===== config.mk =====
export PLATFORM = sky130hd
export DESIGN_NAME = hazard_control_flat
export DESIGN_NICKNAME = d
export VERILOG_FILES = /design/src/rtl/hazard_control_if.sv /design/src/rtl/hazard_control.sv /design/src/flat_wrapper.sv
export SDC_FILE = /design/constraint.sdc
export NUM_CORES = 1
export LEC_CHECK = 0
export BUFFER_PORTS_ARGS = -buffer_cell sky130_fd_sc_hd__buf_2
export CAP_MARGIN = 20
export CORE_MARGIN = 2
export CORE_UTILIZATION = 29
export DETAILED_ROUTE_END_ITERATION = 7
export PLACE_DENSITY = 0.46
export SLEW_MARGIN = 15
export SYNTH_ARGS = -nofsm -noshare
export SYNTH_HDL_FRONTEND = slang
export SYNTH_SLANG_ARGS = --single-unit

===== constraint.sdc =====
create_clock -name clk -period 3.25 [get_ports clk]
set_input_delay 0.65 -clock clk [delete_from_list [all_inputs] [get_ports clk]]
set_output_delay 0.65 -clock clk [all_outputs]
set_load 0.02 [all_outputs]

===== src/rtl/hazard_control_if.sv =====
// Pipeline hazard-control bundle: hazard sources and cache handshakes in,
// stage enables, flushes, perf counters and watchdog flag out.
interface hazard_control_if #(
    parameter int CNT_W = 32
);
    logic             stall_lw;
    logic             br_mispredict;
    logic             icache_req;
    logic             icache_resp;
    logic             dcache_req;
    logic             dcache_resp;
    logic             perf_clr;
    logic             load_pc;
    logic             pc_redirect;
    logic             load_ifid;
    logic             load_idex;
    logic             load_exmem;
    logic             load_memwb;
    logic             flush_ifid;
    logic             flush_idex;
    logic [CNT_W-1:0] lu_stall_cnt;
    logic [CNT_W-1:0] mem_stall_cnt;
    logic [CNT_W-1:0] flush_cnt;
    logic             mem_timeout;

    modport master (
        output stall_lw, br_mispredict, icache_req, icache_resp,
               dcache_req, dcache_resp, perf_clr,
        input  load_pc, pc_redirect, load_ifid, load_idex, load_exmem,
               load_memwb, flush_ifid, flush_idex,
               lu_stall_cnt, mem_stall_cnt, flush_cnt, mem_timeout
    );

    modport slave (
        input  stall_lw, br_mispredict, icache_req, icache_resp,
               dcache_req, dcache_resp, perf_clr,
        output load_pc, pc_redirect, load_ifid, load_idex, load_exmem,
               load_memwb, flush_ifid, flush_idex,
               lu_stall_cnt, mem_stall_cnt, flush_cnt, mem_timeout
    );
endinterface


===== src/rtl/hazard_control.sv =====
// Pipeline stall/flush controller with saturating hazard counters and a
// sticky memory-wait watchdog.
module hazard_control #(
    parameter int CNT_W       = 32,
    parameter int MEM_TIMEOUT = 1024
) (
    input  logic            clk,
    input  logic            rst_n,
    hazard_control_if.slave hc
);
    localparam int WAIT_W = $clog2(MEM_TIMEOUT + 1);
    localparam logic [0:0] ST_RUN      = 1'b0;
    localparam logic [0:0] ST_MEM_WAIT = 1'b1;
    localparam logic [WAIT_W-1:0] WAIT_MAX = WAIT_W'(MEM_TIMEOUT);

    logic [0:0]        state_q, state_d;
    logic [WAIT_W-1:0] wait_ctr_q, wait_ctr_d;
    logic              mem_timeout_q, mem_timeout_d;
    logic [CNT_W-1:0]  lu_cnt_q, lu_cnt_d;
    logic [CNT_W-1:0]  ms_cnt_q, ms_cnt_d;
    logic [CNT_W-1:0]  fl_cnt_q, fl_cnt_d;
    logic              mem_busy;
    logic              case_redirect;
    logic              case_bubble;

    function automatic logic [CNT_W-1:0] sat_inc(input logic [CNT_W-1:0] v,
                                                 input logic           en);
        if (en && (v != '1)) return v + CNT_W'(1);
        return v;
    endfunction

    // A busy cache freezes the whole pipe, so a pending redirect or load-use
    // bubble simply waits for the first non-busy cycle.
    assign mem_busy      = (hc.icache_req & ~hc.icache_resp) |
                           (hc.dcache_req & ~hc.dcache_resp);
    assign case_redirect = ~mem_busy & hc.br_mispredict;
    assign case_bubble   = ~mem_busy & ~hc.br_mispredict & hc.stall_lw;

    // rst_n gating keeps every control output low while reset is held.
    assign hc.load_pc     = rst_n & ~mem_busy & ~case_bubble;
    assign hc.load_ifid   = rst_n & ~mem_busy & ~case_bubble;
    assign hc.load_idex   = rst_n & ~mem_busy;
    assign hc.load_exmem  = rst_n & ~mem_busy;
    assign hc.load_memwb  = rst_n & ~mem_busy;
    assign hc.pc_redirect = rst_n & case_redirect;
    assign hc.flush_ifid  = rst_n & case_redirect;
    assign hc.flush_idex  = rst_n & (case_redirect | case_bubble);

    assign hc.lu_stall_cnt  = lu_cnt_q;
    assign hc.mem_stall_cnt = ms_cnt_q;
    assign hc.flush_cnt     = fl_cnt_q;
    assign hc.mem_timeout   = mem_timeout_q;

    always_comb begin
        state_d    = mem_busy ? ST_MEM_WAIT : ST_RUN;
        wait_ctr_d = '0;
        if (mem_busy) begin
            if (state_q == ST_RUN)
                wait_ctr_d = WAIT_W'(1);
            else if (wait_ctr_q != WAIT_MAX)
                wait_ctr_d = wait_ctr_q + WAIT_W'(1);
            else
                wait_ctr_d = wait_ctr_q;
        end
        mem_timeout_d = mem_timeout_q | (wait_ctr_d == WAIT_MAX);

        if (hc.perf_clr) begin
            lu_cnt_d = '0;
            ms_cnt_d = '0;
            fl_cnt_d = '0;
        end else begin
            lu_cnt_d = sat_inc(lu_cnt_q, case_bubble);
            ms_cnt_d = sat_inc(ms_cnt_q, mem_busy);
            fl_cnt_d = sat_inc(fl_cnt_q, case_redirect);
        end
    end

    always_ff @(posedge clk or negedge rst_n) begin
        if (!rst_n) begin
            state_q       <= ST_RUN;
            wait_ctr_q    <= '0;
            mem_timeout_q <= 1'b0;
            lu_cnt_q      <= '0;
            ms_cnt_q      <= '0;
            fl_cnt_q      <= '0;
        end else begin
            state_q       <= state_d;
            wait_ctr_q    <= wait_ctr_d;
            mem_timeout_q <= mem_timeout_d;
            lu_cnt_q      <= lu_cnt_d;
            ms_cnt_q      <= ms_cnt_d;
            fl_cnt_q      <= fl_cnt_d;
        end
    end
endmodule


===== src/flat_wrapper.sv =====
// flat-port wrapper written by rule: the top's interface ports become plain ports
module hazard_control_flat 
#(
    parameter int CNT_W       = 32,
    parameter int MEM_TIMEOUT = 1024
)
  (clk, rst_n, hc_stall_lw, hc_br_mispredict, hc_icache_req, hc_icache_resp, hc_dcache_req, hc_dcache_resp, hc_perf_clr, hc_load_pc, hc_pc_redirect, hc_load_ifid, hc_load_idex, hc_load_exmem, hc_load_memwb, hc_flush_ifid, hc_flush_idex, hc_lu_stall_cnt, hc_mem_stall_cnt, hc_flush_cnt, hc_mem_timeout);
  hazard_control_if #(.CNT_W(CNT_W)) hc_i ();
  input  logic clk;
  input  logic rst_n;
  input wire logic [$bits(hc_i.stall_lw)-1:0] hc_stall_lw;
  input wire logic [$bits(hc_i.br_mispredict)-1:0] hc_br_mispredict;
  input wire logic [$bits(hc_i.icache_req)-1:0] hc_icache_req;
  input wire logic [$bits(hc_i.icache_resp)-1:0] hc_icache_resp;
  input wire logic [$bits(hc_i.dcache_req)-1:0] hc_dcache_req;
  input wire logic [$bits(hc_i.dcache_resp)-1:0] hc_dcache_resp;
  input wire logic [$bits(hc_i.perf_clr)-1:0] hc_perf_clr;
  output wire logic [$bits(hc_i.load_pc)-1:0] hc_load_pc;
  output wire logic [$bits(hc_i.pc_redirect)-1:0] hc_pc_redirect;
  output wire logic [$bits(hc_i.load_ifid)-1:0] hc_load_ifid;
  output wire logic [$bits(hc_i.load_idex)-1:0] hc_load_idex;
  output wire logic [$bits(hc_i.load_exmem)-1:0] hc_load_exmem;
  output wire logic [$bits(hc_i.load_memwb)-1:0] hc_load_memwb;
  output wire logic [$bits(hc_i.flush_ifid)-1:0] hc_flush_ifid;
  output wire logic [$bits(hc_i.flush_idex)-1:0] hc_flush_idex;
  output wire logic [$bits(hc_i.lu_stall_cnt)-1:0] hc_lu_stall_cnt;
  output wire logic [$bits(hc_i.mem_stall_cnt)-1:0] hc_mem_stall_cnt;
  output wire logic [$bits(hc_i.flush_cnt)-1:0] hc_flush_cnt;
  output wire logic [$bits(hc_i.mem_timeout)-1:0] hc_mem_timeout;
  assign hc_i.stall_lw = hc_stall_lw;
  assign hc_i.br_mispredict = hc_br_mispredict;
  assign hc_i.icache_req = hc_icache_req;
  assign hc_i.icache_resp = hc_icache_resp;
  assign hc_i.dcache_req = hc_dcache_req;
  assign hc_i.dcache_resp = hc_dcache_resp;
  assign hc_i.perf_clr = hc_perf_clr;
  assign hc_load_pc = hc_i.load_pc;
  assign hc_pc_redirect = hc_i.pc_redirect;
  assign hc_load_ifid = hc_i.load_ifid;
  assign hc_load_idex = hc_i.load_idex;
  assign hc_load_exmem = hc_i.load_exmem;
  assign hc_load_memwb = hc_i.load_memwb;
  assign hc_flush_ifid = hc_i.flush_ifid;
  assign hc_flush_idex = hc_i.flush_idex;
  assign hc_lu_stall_cnt = hc_i.lu_stall_cnt;
  assign hc_mem_stall_cnt = hc_i.mem_stall_cnt;
  assign hc_flush_cnt = hc_i.flush_cnt;
  assign hc_mem_timeout = hc_i.mem_timeout;
  hazard_control #(.CNT_W(CNT_W), .MEM_TIMEOUT(MEM_TIMEOUT)) u_core (.clk(clk), .rst_n(rst_n), .hc(hc_i));
endmodule

==> results of run 1 <==
-- cell usage in the layout, fill, tap and decap left out, types with 4 or more instances in the layout --
master / instances
sky130_fd_sc_hd__a21oi_1: 75
sky130_fd_sc_hd__and2_1: 9
sky130_fd_sc_hd__and3_1: 18
sky130_fd_sc_hd__and4_1: 9
sky130_fd_sc_hd__buf_2: 111
sky130_fd_sc_hd__buf_4: 13
sky130_fd_sc_hd__clkbuf_16: 9
sky130_fd_sc_hd__dfrtp_1: 109
sky130_fd_sc_hd__ha_1: 5
sky130_fd_sc_hd__inv_1: 13
sky130_fd_sc_hd__mux2_2: 13
sky130_fd_sc_hd__nand2_1: 48
sky130_fd_sc_hd__nand2b_1: 6
sky130_fd_sc_hd__nand3_1: 40
sky130_fd_sc_hd__nand4_1: 29
sky130_fd_sc_hd__nor2_1: 49
sky130_fd_sc_hd__nor2b_1: 18
sky130_fd_sc_hd__nor3_1: 7
sky130_fd_sc_hd__nor4_1: 6
sky130_fd_sc_hd__nor4b_1: 6
sky130_fd_sc_hd__o21ai_0: 27
sky130_fd_sc_hd__o31ai_1: 37
sky130_fd_sc_hd__or3_1: 27
sky130_fd_sc_hd__or4_1: 36
sky130_fd_sc_hd__or4b_1: 4
sky130_fd_sc_hd__xnor2_1: 10
sky130_fd_sc_hd__xor2_1: 9
-- cells in the mapped netlist (13+ instances only) --
cell / count / area [µm²]
sky130_fd_sc_hd__dfrtp_1: 109 / 2730
sky130_fd_sc_hd__nand4_1: 29 / 181
sky130_fd_sc_hd__nor2_1: 49 / 184
sky130_fd_sc_hd__or3_1: 27 / 169
sky130_fd_sc_hd__inv_1: 13 / 48.8
sky130_fd_sc_hd__nand2_1: 48 / 180
sky130_fd_sc_hd__mux2_2: 13 / 146
sky130_fd_sc_hd__a21oi_1: 75 / 375
sky130_fd_sc_hd__clkbuf_1: 18 / 67.6
sky130_fd_sc_hd__and3_1: 18 / 113
sky130_fd_sc_hd__or4_1: 36 / 270
sky130_fd_sc_hd__o31ai_1: 37 / 278
sky130_fd_sc_hd__nor2b_1: 18 / 113
sky130_fd_sc_hd__o21ai_0: 27 / 135
sky130_fd_sc_hd__nand3_1: 40 / 200
-- critical path: cells and delay by family (launching register included) --
family	cells	cell delay, ns
mux	1	0.37
simple gates	4	1.57
flops	1	0.46
-- layer usage --
metal / track usage / up-vias
met5: 0 / -
met4: 0.0534 / 0
met3: 0.0256 / 18
met2: 0.259 / 145
met1: 0.217 / 2895
li1: - / 2831
-- path summary, 6_finish.rpt --
check / start / end / depth (start not counted)
setup / recovery: u_core.hc.lu_stall_cnt[5] / u_core.hc.lu_stall_cnt[25] / 5
hold / removal: rst_n / u_core.hc.flush_cnt[5] / 2
setup reg to reg: u_core.hc.lu_stall_cnt[5] / u_core.hc.lu_stall_cnt[25] / 5
hold reg to reg: u_core.state_q / u_core.wait_ctr_q[0] / 1
max in group asynchronous: rst_n / u_core.hc.mem_stall_cnt[14] / 2
min in group clk: u_core.state_q / u_core.wait_ctr_q[0] / 1
-- sequential cells by signal (all words and copies together) (netlist names) --
signal	count
u_core.hc.flush_cnt	32
u_core.hc.lu_stall_cnt	32
u_core.hc.mem_stall_cnt	32
u_core.wait_ctr_q	11
u_core.hc.mem_timeout	1
u_core.state_q	1
-- report_power, final --
| group | total (W) | switching [W] | internal, W |
|---|---|---|---|
| Clock | 0.00116 | 0.000518 | 0.000642 |
| Combinational | 0.000161 | 0.000116 | 0.0000446 |
| Sequential | 0.00138 | 0.0000133 | 0.00136 |
| Total | 0.00270 | 0.000647 | 0.00205 |
-- stage by stage --
| step | hold slack [ns] | power [W] |
|---|---|---|
| detailed placement | 0.501 | 0.00157 |
| global placement | 0.498 | 0.00157 |
| CTS | 0.503 | 0.00275 |
| finish | 0.465 | 0.00270 |
| global route | 0.545 | 0.00282 |
| floorplan | 0.354 | 0.00150 |
-- cell type report --
class	instances	area (µm²)	share of cell area
tap	280	350	0.0467
multi-input combinational	537	3410	0.455
inverter	14	52.6	0.00701
timing repair buffer	124	653	0.0871
clock buffer	13	260	0.0347
clock inverter	3	43.8	0.00584
sequential	109	2730	0.364
-- cell families (layout without fill, tap and decap cells) --
logic type,Yosys count,in the layout
buffers and inverters,48,154
multiplexers,17,17
flip-flops,109,109
XOR/XNOR,19,19
AND/OR/NAND/NOR,336,336
AO/OA/AOI/OAI,160,160
adder cells (fa/ha/maj),5,5
==> flow_summary_export.csv, run 1 <==
group,metric,value,unit
global_routing,grt_start_max_net_pins,87,
placed_design,dpl_cell_area,0.00719,mm²
timing,worstMarginPinSlew,0.931,ns
placed_design,hpwl,13000,µm
synthesis,synth_compound_area_frac,0.153,
finish,finish.cell_count_without_fillers,1080,
clocking,numClockSinks,109,
finish,drive_above_1_share,0.221,
floorplanning,die_y,152,µm
clocking,post_cts_buffers,0,
pwr,power-per-cell-area,360,mW/mm²
routing,wl,18300,µm
synthesis,post_synth_xor_area_fraction,0.0261,
clocking,cts_root_buffer,"sky130_fd_sc_hd__clkbuf_16",
critical_path,cp-end-kind,"register",
routing,detailedRoute.firstPassIterationCount,5,
finish,final_net_count,809,
clocking,insertion_delay,0.35,ns
routing,m1_wl,8630,µm
global_routing,global_route.usage.total,0.159,
synthesis,synth_ff_type,"sky130_fd_sc_hd__dfrtp_1",
synthesis,syn-instance-count,694,
routing,vias,5889,
critical_path,slowest_stage,"sky130_fd_sc_hd__nor3_1",
synthesis,syn_area_per_cell,9.17,µm²
global_routing,wire_length_of_the_first_global_routing_pass,30600,µm
timing,finalCriticalPeriod,2.53,ns
routing,drt-wirelength-per-cell,17.0,µm
timing,timing_hold_violations_final,0,
critical_path,critical_path.startpoint_type,"register",
clocking,htree_num_levels,3,
timing,final_max_slew_viol_count,0,
critical_path,crit_path_max_fanout,11,
clocking,cts_buffers,9,
routing,top_layer,"met4",
timing,finalSetupTns,0,ns
synthesis,synth_async_sr_flop_share,1.00,
clocking,tritoncts,"built",
finish,fin_area,0.00749,mm²
routing,wl_met3,803,µm
floorplanning,floorplan_die_area,0.0232,mm²
clocking,clk_pin_slew,0.07,ns
finish,fill_cells,2193,
synthesis,postSynthRegisterBits,109,
outcome,run_status,"finished clean",
placed_design,place.gp.congestion,0.805,
clocking,count_of_instances_resized_after_the_clock_tree_is_built,0,
synthesis,number_of_nets_in_the_synthesized_netlist,708,
routing,drc,0,
floorplanning,die_width,152,µm
timing,slew-limit-headroom,0.379,
routing,antenna_violating_nets_post_route,0,
timing,post-route-worst-setup-slack,0.722,ns
floorplanning,std_cell_rows,54,
synthesis,synthMuxAreaShare,0.0295,
synthesis,ys_warn_count,0,
synthesis,sequential_fraction_of_the_synthesis_area,0.428,
synthesis,synth-simple-area-share,0.317,
global_routing,number_of_antenna_violations_at_the_first_check_in_global_routing,0,
critical_path,critical_path.cell_chain,"nand4_1, nor3_1, nand2_1, nor4b_1, mux2_2",
critical_path,critical-path-max-stage-delay,0.59,ns
synthesis,yosysUniqueCellTypes,61,
timing,layout_worst_path_cycle_share,0.778,
synthesis,netlist_area,0.00637,mm²
critical_path,critical_path_required,3.49,ns
run,cap_viol_max_count,0,
global_routing,grt_pass1_vias,5749,
timing,rsz_0062_raised_after_global_routing,"no",
finish,finalCoreUtilization,0.346,
timing,final-setup-viol-count,0,
clocking,max-clock-path-buffers,2,
worst_hold_path,min_path_type,"in -> async",
synthesis,synth-edff-count,0,
routing,viasPerCell,5.45,
placed_design,numPlacedInstances,1064,
critical_path,ff2ff_setup_slack,0.72,ns
routing,drt_iter0_markers,311,
finish,synth_to_layout_area_growth,17.7,%
pwr,ir_worst_vdd,0.000220,V
synthesis,share_of_synthesized_cell_area_in_full_adder_half_adder_and_majority_cells,0.00983,
critical_path,data_arrival_time_of_the_critical_path,2.76,ns
floorplanning,floorplan.core_area,0.0217,mm²
placed_design,port_buffers,113,
placed_design,placement.setup.worst_slack,0.704,ns
clocking,cts_hold_repair.buffers,0,
pwr,leakage,3.18,nW
timing,maxClockFrequency,396,MHz
finish,antenna-diode-count,0,
critical_path,timing.setup.critical_path_class,"reg -> reg",
routing,wl_met2,8620,µm
floorplanning,initial_core_util,0.294,
global_routing,globalRoute.totalOverflow,0,
synthesis,combinational_family_with_the_most_area_after_synthesis,"simple AND/OR/NAND/NOR gates",
timing,clock_skew,0.00791,ns
floorplanning,io_pins,114,
(Power assumes the default switching activity.)
==> run 2, diff against run 1 <==
--- a/config.mk
+++ b/config.mk
@@ -5,12 +5,13 @@
 export SDC_FILE = /design/constraint.sdc
 export NUM_CORES = 1
 export LEC_CHECK = 0
+export ABC_AREA = 1
 export BUFFER_PORTS_ARGS = -buffer_cell sky130_fd_sc_hd__buf_2
 export CAP_MARGIN = 20
 export CORE_MARGIN = 2
 export CORE_UTILIZATION = 29
 export DETAILED_ROUTE_END_ITERATION = 7
-export PLACE_DENSITY = 0.46
+export PLACE_DENSITY = 0.47
 export SLEW_MARGIN = 15
 export SYNTH_ARGS = -nofsm -noshare
 export SYNTH_HDL_FRONTEND = slang
==> constraint.sdc (replaced) <==
create_clock -name clk -period 2.3 [get_ports clk]
set_input_delay 0.46 -clock clk [delete_from_list [all_inputs] [get_ports clk]]
set_output_delay 0.46 -clock clk [all_outputs]
set_load 0.02 [all_outputs]
==> run 2 against run 1 <==
  * Sequential power up 41%
  * Critical path type unchanged
  * Via count rose by 27%
  * Design area rose by 16%
  * Critical endpoint is now u_core.hc.mem_stall_cnt[24]
  * Critical path depth up 7
  * Combinational power increased by 95%
  * Clock skew is 0.0079 ns higher
  * Global-route usage up 2.5 points
  * First-iteration DRC count up 45%
  * Cell count grew 42%
  * Worst hold slack worse by 0.28 ns
  * Utilization up 0.96 points
==> flow_summary_export.csv, run 2 <==
group,metric,value,unit
critical_path,timing.critical_path.buf_inv,1,
critical_path,data_arrival_time_of_the_critical_path,2.49,ns
routing,drt_iter0_markers,452,
critical_path,critPathTopFamily,"simple AND/OR/NAND/NOR gates",
critical_path,cp-end-kind,"register",
timing,finalSetupTns,0,ns
synthesis,yosysUniqueCellTypes,35,
finish,area_occupied_by_multi_input_gates,0.00380,mm²
clocking,max-clock-path-buffers,2,
pwr,power_dissipated_by_switching_net_loads,0.00102,W
global_routing,wire_length_of_the_first_global_routing_pass,38200,µm
routing,top_layer,"met4",
timing,finalCriticalPeriod,2.20,ns
synthesis,ys_warn_count,0,
critical_path,critical-path-max-stage-delay,0.58,ns
synthesis,netlist_area,0.00724,mm²
synthesis,synth_async_sr_flop_share,1.00,
routing,m1_wl,11600,µm
routing,viasPerCell,4.88,
run,cap_viol_max_count,0,
global_routing,global_route.usage.total,0.184,
finish,final_net_count,1223,
synthesis,synth-edff-count,0,
synthesis,synth_top_cells_by_count,"sky130_fd_sc_hd__nand2_1, sky130_fd_sc_hd__nor2_1, sky130_fd_sc_hd__inv_1, sky130_fd_sc_hd__dfrtp_1, sky130_fd_sc_hd__nand3_1",
routing,antenna_violating_nets_post_route,0,
timing,maxClockFrequency,455,MHz
critical_path,crit_start,"u_core.hc.mem_stall_cnt[0]",
synthesis,most_common_cell_in_the_synthesized_netlist,"sky130_fd_sc_hd__nand2_1",
critical_path,slowest_stage,"sky130_fd_sc_hd__inv_1",
outcome,run_status,"finished clean",
placed_design,place.gp.congestion,0.871,
critical_path,crit_path_max_fanout,22,
finish,drive_above_1_share,0.161,
clocking,cts_root_buffer,"sky130_fd_sc_hd__clkbuf_16",
critical_path,worst-r2r-cell-count,12,
synthesis,synth_ff_type,"sky130_fd_sc_hd__dfrtp_1",
critical_path,timing.setup.critical_path_class,"reg -> reg",
pwr,power-per-cell-area,477,mW/mm²
routing,drt-wirelength-per-cell,15.3,µm
global_routing,grt_pass1_vias,7139,
critical_path,worst_reg2reg_startpoint,"u_core.hc.mem_stall_cnt[0]",
clocking,post_cts_buffers,0,
placed_design,hpwl,17800,µm
routing,drc,0,
routing,wl_met2,10700,µm
clocking,htree_num_levels,3,
routing,wl,23500,µm
timing,rsz_0062_raised_after_global_routing,"yes",
floorplanning,initial_core_util,0.297,
critical_path,crit-reg2reg-capture,"u_core.hc.mem_stall_cnt[24]",
finish,finalCoreUtilization,0.355,
finish,most_used_cells_in_the_layout_excluding_fill_and_tap_cells,"sky130_fd_sc_hd__nand2_1, sky130_fd_sc_hd__nor2_1, sky130_fd_sc_hd__inv_1, sky130_fd_sc_hd__buf_2, sky130_fd_sc_hd__dfrtp_1",
floorplanning,io_pins,114,
floorplanning,die_width,162,µm
timing,timing_hold_violations_final,0,
pwr,comb_power_share,0.076,
pwr,cell_internal_power,0.00310,W
finish,layout_commonest_cell,"sky130_fd_sc_hd__nand2_1",
pwr,switching_share,0.248,
pwr,clock_power_share,0.454,
timing,final-setup-viol-count,0,
floorplanning,std_cell_rows,57,
critical_path,critical_path_required,2.59,ns
routing,detailedRoute.firstPassIterationCount,8,
clocking,cts_hold_repair.buffers,0,
pwr,ir_worst_vdd,0.000231,V
timing,final_max_slew_viol_count,0,
clocking,insertion_delay,0.36,ns
pwr,total_power,0.00413,W
finish,antenna-diode-count,0,
routing,wl_met3,873,µm
synthesis,number_of_nets_in_the_synthesized_netlist,1095,
timing,timing.hold.ws,0.189,ns
clocking,count_of_instances_resized_after_the_clock_tree_is_built,0,
critical_path,critical_path.startpoint_type,"register",
pwr,share_seq_of_total_power,0.470,
timing,layout_worst_path_cycle_share,0.957,
critical_path,ff2ff_setup_slack,0.1,ns
timing,slew-limit-headroom,0.496,
routing,vias,7506,
synthesis,top_post_synthesis_cells_by_area,"sky130_fd_sc_hd__dfrtp_1, sky130_fd_sc_hd__nand2_1, sky130_fd_sc_hd__nor2_1, sky130_fd_sc_hd__inv_1, sky130_fd_sc_hd__nand3_1",
global_routing,globalRoute.totalOverflow,0,
finish,seq_area,0.00273,mm²
synthesis,postSynthRegisterBits,109,
global_routing,grt_start_max_net_pins,110,
placed_design,numPlacedInstances,1522,
critical_path,path_common_cell,"sky130_fd_sc_hd__nand2_1",
clocking,cts_buffers,9,
timing,clock_skew,0.0158,ns
synthesis,syn-instance-count,1081,
floorplanning,die_y,162,µm
synthesis,syn_area_per_cell,6.70,µm²
worst_hold_path,min_path_type,"in -> async",
finish,fill_cells,2687,
clocking,tritoncts,"built",
critical_path,critical_path.cell_chain,"ha_1, nand2_1, nor2_2, nand2_2, nor2_2, nand2_2, nand2_4, inv_1, nand2_1, nand2_1, nand2_1, nor2_1",
synthesis,synth_top_cell_by_area,"sky130_fd_sc_hd__dfrtp_1",
floorplanning,floorplan_die_area,0.0263,mm²
clocking,numClockSinks,109,
floorplanning,floorplan.core_area,0.0244,mm²
finish,finish.cell_count_without_fillers,1538,
pwr,leakage,4.05,nW
global_routing,number_of_antenna_violations_at_the_first_check_in_global_routing,0,
clocking,clk_pin_slew,0.08,ns
synthesis,sequential_fraction_of_the_synthesis_area,0.377,
synthesis,yosysTopAreaCellShare,0.377,
placed_design,port_buffers,113,
timing,worstMarginPinSlew,0.756,ns
finish,synth_to_layout_area_growth,19.6,%
==> run 2: cell type report <==
cell class	count	share of cell area
Timing Repair Buffer	146	0.0975
Clock buffer	12	0.0285
Tap cell	324	0.0468
Inverter	140	0.0627
Clock inverter	4	0.0110
Multi-Input combinational cell	803	0.439
Sequential cell	109	0.315
==> run 2: layer usage <==
layer / global-route usage / up-vias
li1: - / 3763
met1: 0.266 / 3535
met2: 0.292 / 186
met3: 0.0186 / 22
met4: 0.0519 / 0
met5: 0 / -
==> run 2: kinds of logic after synthesis <==
logic type,Yosys count,share of synthesized area
AO/OA/AOI/OAI,115,0.0886
XOR/XNOR,21,0.0254
adder cells (fa/ha/maj),5,0.00864
buffers and inverters,169,0.0997
flip-flops,109,0.377
AND/OR/NAND/NOR,662,0.401
==> run 2: power groups by stage <==
stage               combinational (W)  clock, W  sequential, W
finish                       0.000314   0.00187        0.00194
global route                 0.000352   0.00202        0.00194
CTS                          0.000321   0.00194        0.00194
detailed placement           0.000320         0        0.00198
global placement             0.000322         0        0.00198
floorplan                    0.000171         0        0.00199
==> run 2: worst max-delay path by stage <==
| stage | to | slack [ns] | depth (start not counted) |
|---|---|---|---|
| after CTS | u_core.hc.mem_stall_cnt[24] | 0.13 | 12 |
| after global placement | u_core.hc.lu_stall_cnt[28] | 0.19 | 10 |
| after global routing | u_core.hc.mem_stall_cnt[24] | -0.1 | 12 |
| after floorplan | u_core.hc.mem_stall_cnt[27] | 0.35 | 13 |
| final | u_core.hc.mem_stall_cnt[24] | 0.1 | 12 |
| after detailed placement | u_core.hc.mem_stall_cnt[24] | 0.16 | 11 |
==> run 2: through the flow <==
| step | cell area [µm²] | setup WS (ns) |
|---|---|---|
| after detailed placement | 8310 | 0.157 |
| after global placement | 8310 | 0.193 |
| final | 8660 | 0.0999 |
| after CTS | 8650 | 0.132 |
| after floorplan | 7240 | 0.354 |
| after global routing | 8660 | -0.0961 |
==> run 3, diff against run 2 <==
--- a/config.mk
+++ b/config.mk
@@ -9,9 +9,9 @@
 export BUFFER_PORTS_ARGS = -buffer_cell sky130_fd_sc_hd__buf_2
 export CAP_MARGIN = 20
 export CORE_MARGIN = 2
-export CORE_UTILIZATION = 29
+export CORE_UTILIZATION = 40
 export DETAILED_ROUTE_END_ITERATION = 7
-export PLACE_DENSITY = 0.47
+export PLACE_DENSITY = 0.61
 export SLEW_MARGIN = 15
 export SYNTH_ARGS = -nofsm -noshare
 export SYNTH_HDL_FRONTEND = slang
==> run 3 against run 2 <==
  * Setup slack gained 0.10 ns
  * Cell count is 6.6% lower
  * Total power fell by 0.86%
  * First-iteration DRC count up 26%
  * Combinational power is 4% lower
  * Highest routed layer unchanged
  * Non-clock buffer count shrank 6
  * Global-route usage up 4.0 points
  * Sequential share of layout area increased by 0.62 points
  * Wire length decreased by 9.1%
  * Clock-buffer cell count down 2
==> flow_summary_export.csv, run 3 (synthesis gave the netlist of run 2 again) <==
group,metric,value,unit
critical_path,cp-end-kind,"register",
floorplanning,die_width,139,µm
finish,final_net_count,1217,
critical_path,path_common_cell,"sky130_fd_sc_hd__nand2_2",
finish,synth_to_layout_area_growth,17.3,%
worst_hold_path,min_path_type,"in -> async",
global_routing,grt_pass1_vias,6998,
critical_path,worst_reg2reg_startpoint,"u_core.hc.lu_stall_cnt[0]",
pwr,ir_worst_vdd,0.000361,V
critical_path,critical_path_required,2.53,ns
critical_path,critical-path-max-stage-delay,0.40,ns
finish,drive_above_1_share,0.157,
critical_path,critical_path.startpoint_type,"register",
timing,final_max_slew_viol_count,0,
critical_path,slowest_stage,"sky130_fd_sc_hd__dfrtp_1",
timing,final-setup-viol-count,0,
timing,timing_hold_violations_final,0,
finish,fill_cells,1866,
timing,clock_skew,0.0118,ns
timing,finalSetupTns,0,ns
floorplanning,floorplan.core_area,0.0178,mm²
floorplanning,initial_core_util,0.406,
pwr,leakage,4.02,nW
placed_design,place.gp.congestion,0.940,
clocking,numClockSinks,109,
placed_design,hpwl,16000,µm
floorplanning,floorplan_die_area,0.0192,mm²
clocking,post_cts_buffers,0,
clocking,max-clock-path-buffers,2,
floorplanning,io_pins,114,
routing,drc,0,
clocking,insertion_delay,0.36,ns
finish,most_used_cells_in_the_layout_excluding_fill_and_tap_cells,"sky130_fd_sc_hd__nand2_1, sky130_fd_sc_hd__nor2_1, sky130_fd_sc_hd__inv_1, sky130_fd_sc_hd__buf_2, sky130_fd_sc_hd__dfrtp_1",
critical_path,critical_path.cell_chain,"ha_1, nand3_2, inv_2, nand2_2, nor2_4, nand3_2, nand2_2, nand2_2, inv_4, o21ai_0",
critical_path,ff2ff_setup_slack,0.20,ns
timing,rsz_0062_raised_after_global_routing,"no",
critical_path,crit-reg2reg-capture,"u_core.hc.lu_stall_cnt[29]",
routing,detailedRoute.firstPassIterationCount,8,
routing,viasPerCell,5.23,
critical_path,crit_path_max_fanout,27,
routing,drt-wirelength-per-cell,14.9,µm
timing,layout_worst_path_cycle_share,0.913,
clocking,cts_root_buffer,"sky130_fd_sc_hd__clkbuf_16",
clocking,cts_buffers,9,
critical_path,worst-r2r-cell-count,10,
global_routing,global_route.usage.total,0.224,
routing,vias,7515,
global_routing,wire_length_of_the_first_global_routing_pass,35300,µm
global_routing,number_of_antenna_violations_at_the_first_check_in_global_routing,0,
global_routing,globalRoute.totalOverflow,0,
timing,finalCriticalPeriod,2.10,ns
placed_design,port_buffers,113,
finish,layout_commonest_cell,"sky130_fd_sc_hd__nand2_1",
pwr,power-per-cell-area,482,mW/mm²
critical_path,timing.setup.critical_path_class,"reg -> reg",
critical_path,data_arrival_time_of_the_critical_path,2.33,ns
clocking,htree_num_levels,3,
routing,antenna_violating_nets_post_route,0,
floorplanning,die_y,139,µm
timing,slew-limit-headroom,0.525,
clocking,clk_pin_slew,0.08,ns
finish,finalCoreUtilization,0.476,
timing,maxClockFrequency,476,MHz
routing,wl,21400,µm
clocking,tritoncts,"built",
finish,antenna-diode-count,0,
floorplanning,std_cell_rows,49,
run,cap_viol_max_count,0,
outcome,run_status,"finished clean",
global_routing,grt_start_max_net_pins,110,
routing,drt_iter0_markers,570,
timing,worstMarginPinSlew,0.712,ns
[run 3: changes by cell type in the layout (fill, tap and decap cells not counted), sizes merged]
cell and change:
buf -6, clkbuf -2, clkinvlp +2
[run 3: final cells by class]
class / instances / area [µm²] / share of cell area
Tap cell: 229 / 287 / 0.0337
Timing Repair Buffer: 140 / 796 / 0.0937
Inverter: 140 / 541 / 0.0636
Clock inverter: 6 / 110 / 0.0130
Multi-Input combinational cell: 803 / 3790 / 0.447
Sequential cell: 109 / 2730 / 0.321
Clock buffer: 10 / 239 / 0.0281
[run 3: how the worst max path moves through the flow]
stage                               start  slack [ns]                           to
6_report        u_core.hc.lu_stall_cnt[0]        0.20   u_core.hc.lu_stall_cnt[29]
4_1_cts         u_core.hc.lu_stall_cnt[0]        0.11   u_core.hc.lu_stall_cnt[29]
3_3_place_gp    u_core.hc.lu_stall_cnt[0]        0.23   u_core.hc.lu_stall_cnt[29]
2_1_floorplan  u_core.hc.mem_stall_cnt[0]        0.35  u_core.hc.mem_stall_cnt[27]
3_5_place_dp    u_core.hc.lu_stall_cnt[0]        0.11   u_core.hc.lu_stall_cnt[30]
5_1_grt            u_core.hc.flush_cnt[0]       0.003      u_core.hc.flush_cnt[20]
[run 3: metrics by stage]
step	cell area, µm²	total power (W)	worst slack [ns]	cells	hold slack (ns)
2_1_floorplan	7240	0.00216	0.354	1081	0.164
3_3_place_gp	8140	0.00228	0.232	1421	0.450
3_5_place_dp	8140	0.00228	0.112	1421	0.456
4_1_cts	8490	0.00413	0.114	1437	0.227
5_1_grt	8490	0.00425	0.00295	1437	0.251
6_report	8490	0.00409	0.201	1437	0.137
[run 3: worst max-delay path: cells and delay by family (launching register included)]
family | cells | cell delay, ns
simple gates | 6 | 0.80
flops | 1 | 0.40
buf+inv | 2 | 0.39
fa+ha+maj | 1 | 0.22
compound gates | 1 | 0.14
[run 3: where the power goes]
group / switching, W / internal [W] / total, W / leakage, nW
clock network: 0.000759 / 0.00109 / 0.00185 / 0.165
logic: 0.000225 / 0.0000747 / 0.000300 / 2.34
registers: 0.0000132 / 0.00193 / 0.00194 / 1.51
[run 3: routing by layer]
metal	GRT usage	routed length (µm)	vias to the layer above
li1	-	-	3755
met1	0.320	10100	3500
met2	0.350	9570	226
met3	0.0290	1140	34
met4	0.0827	548	0
met5	0	0	-
[run 3: repair_timing]
item	CTS	global route
hold buffers	0	0
gates resized for setup	0	1
setup endpoints to repair	0	16
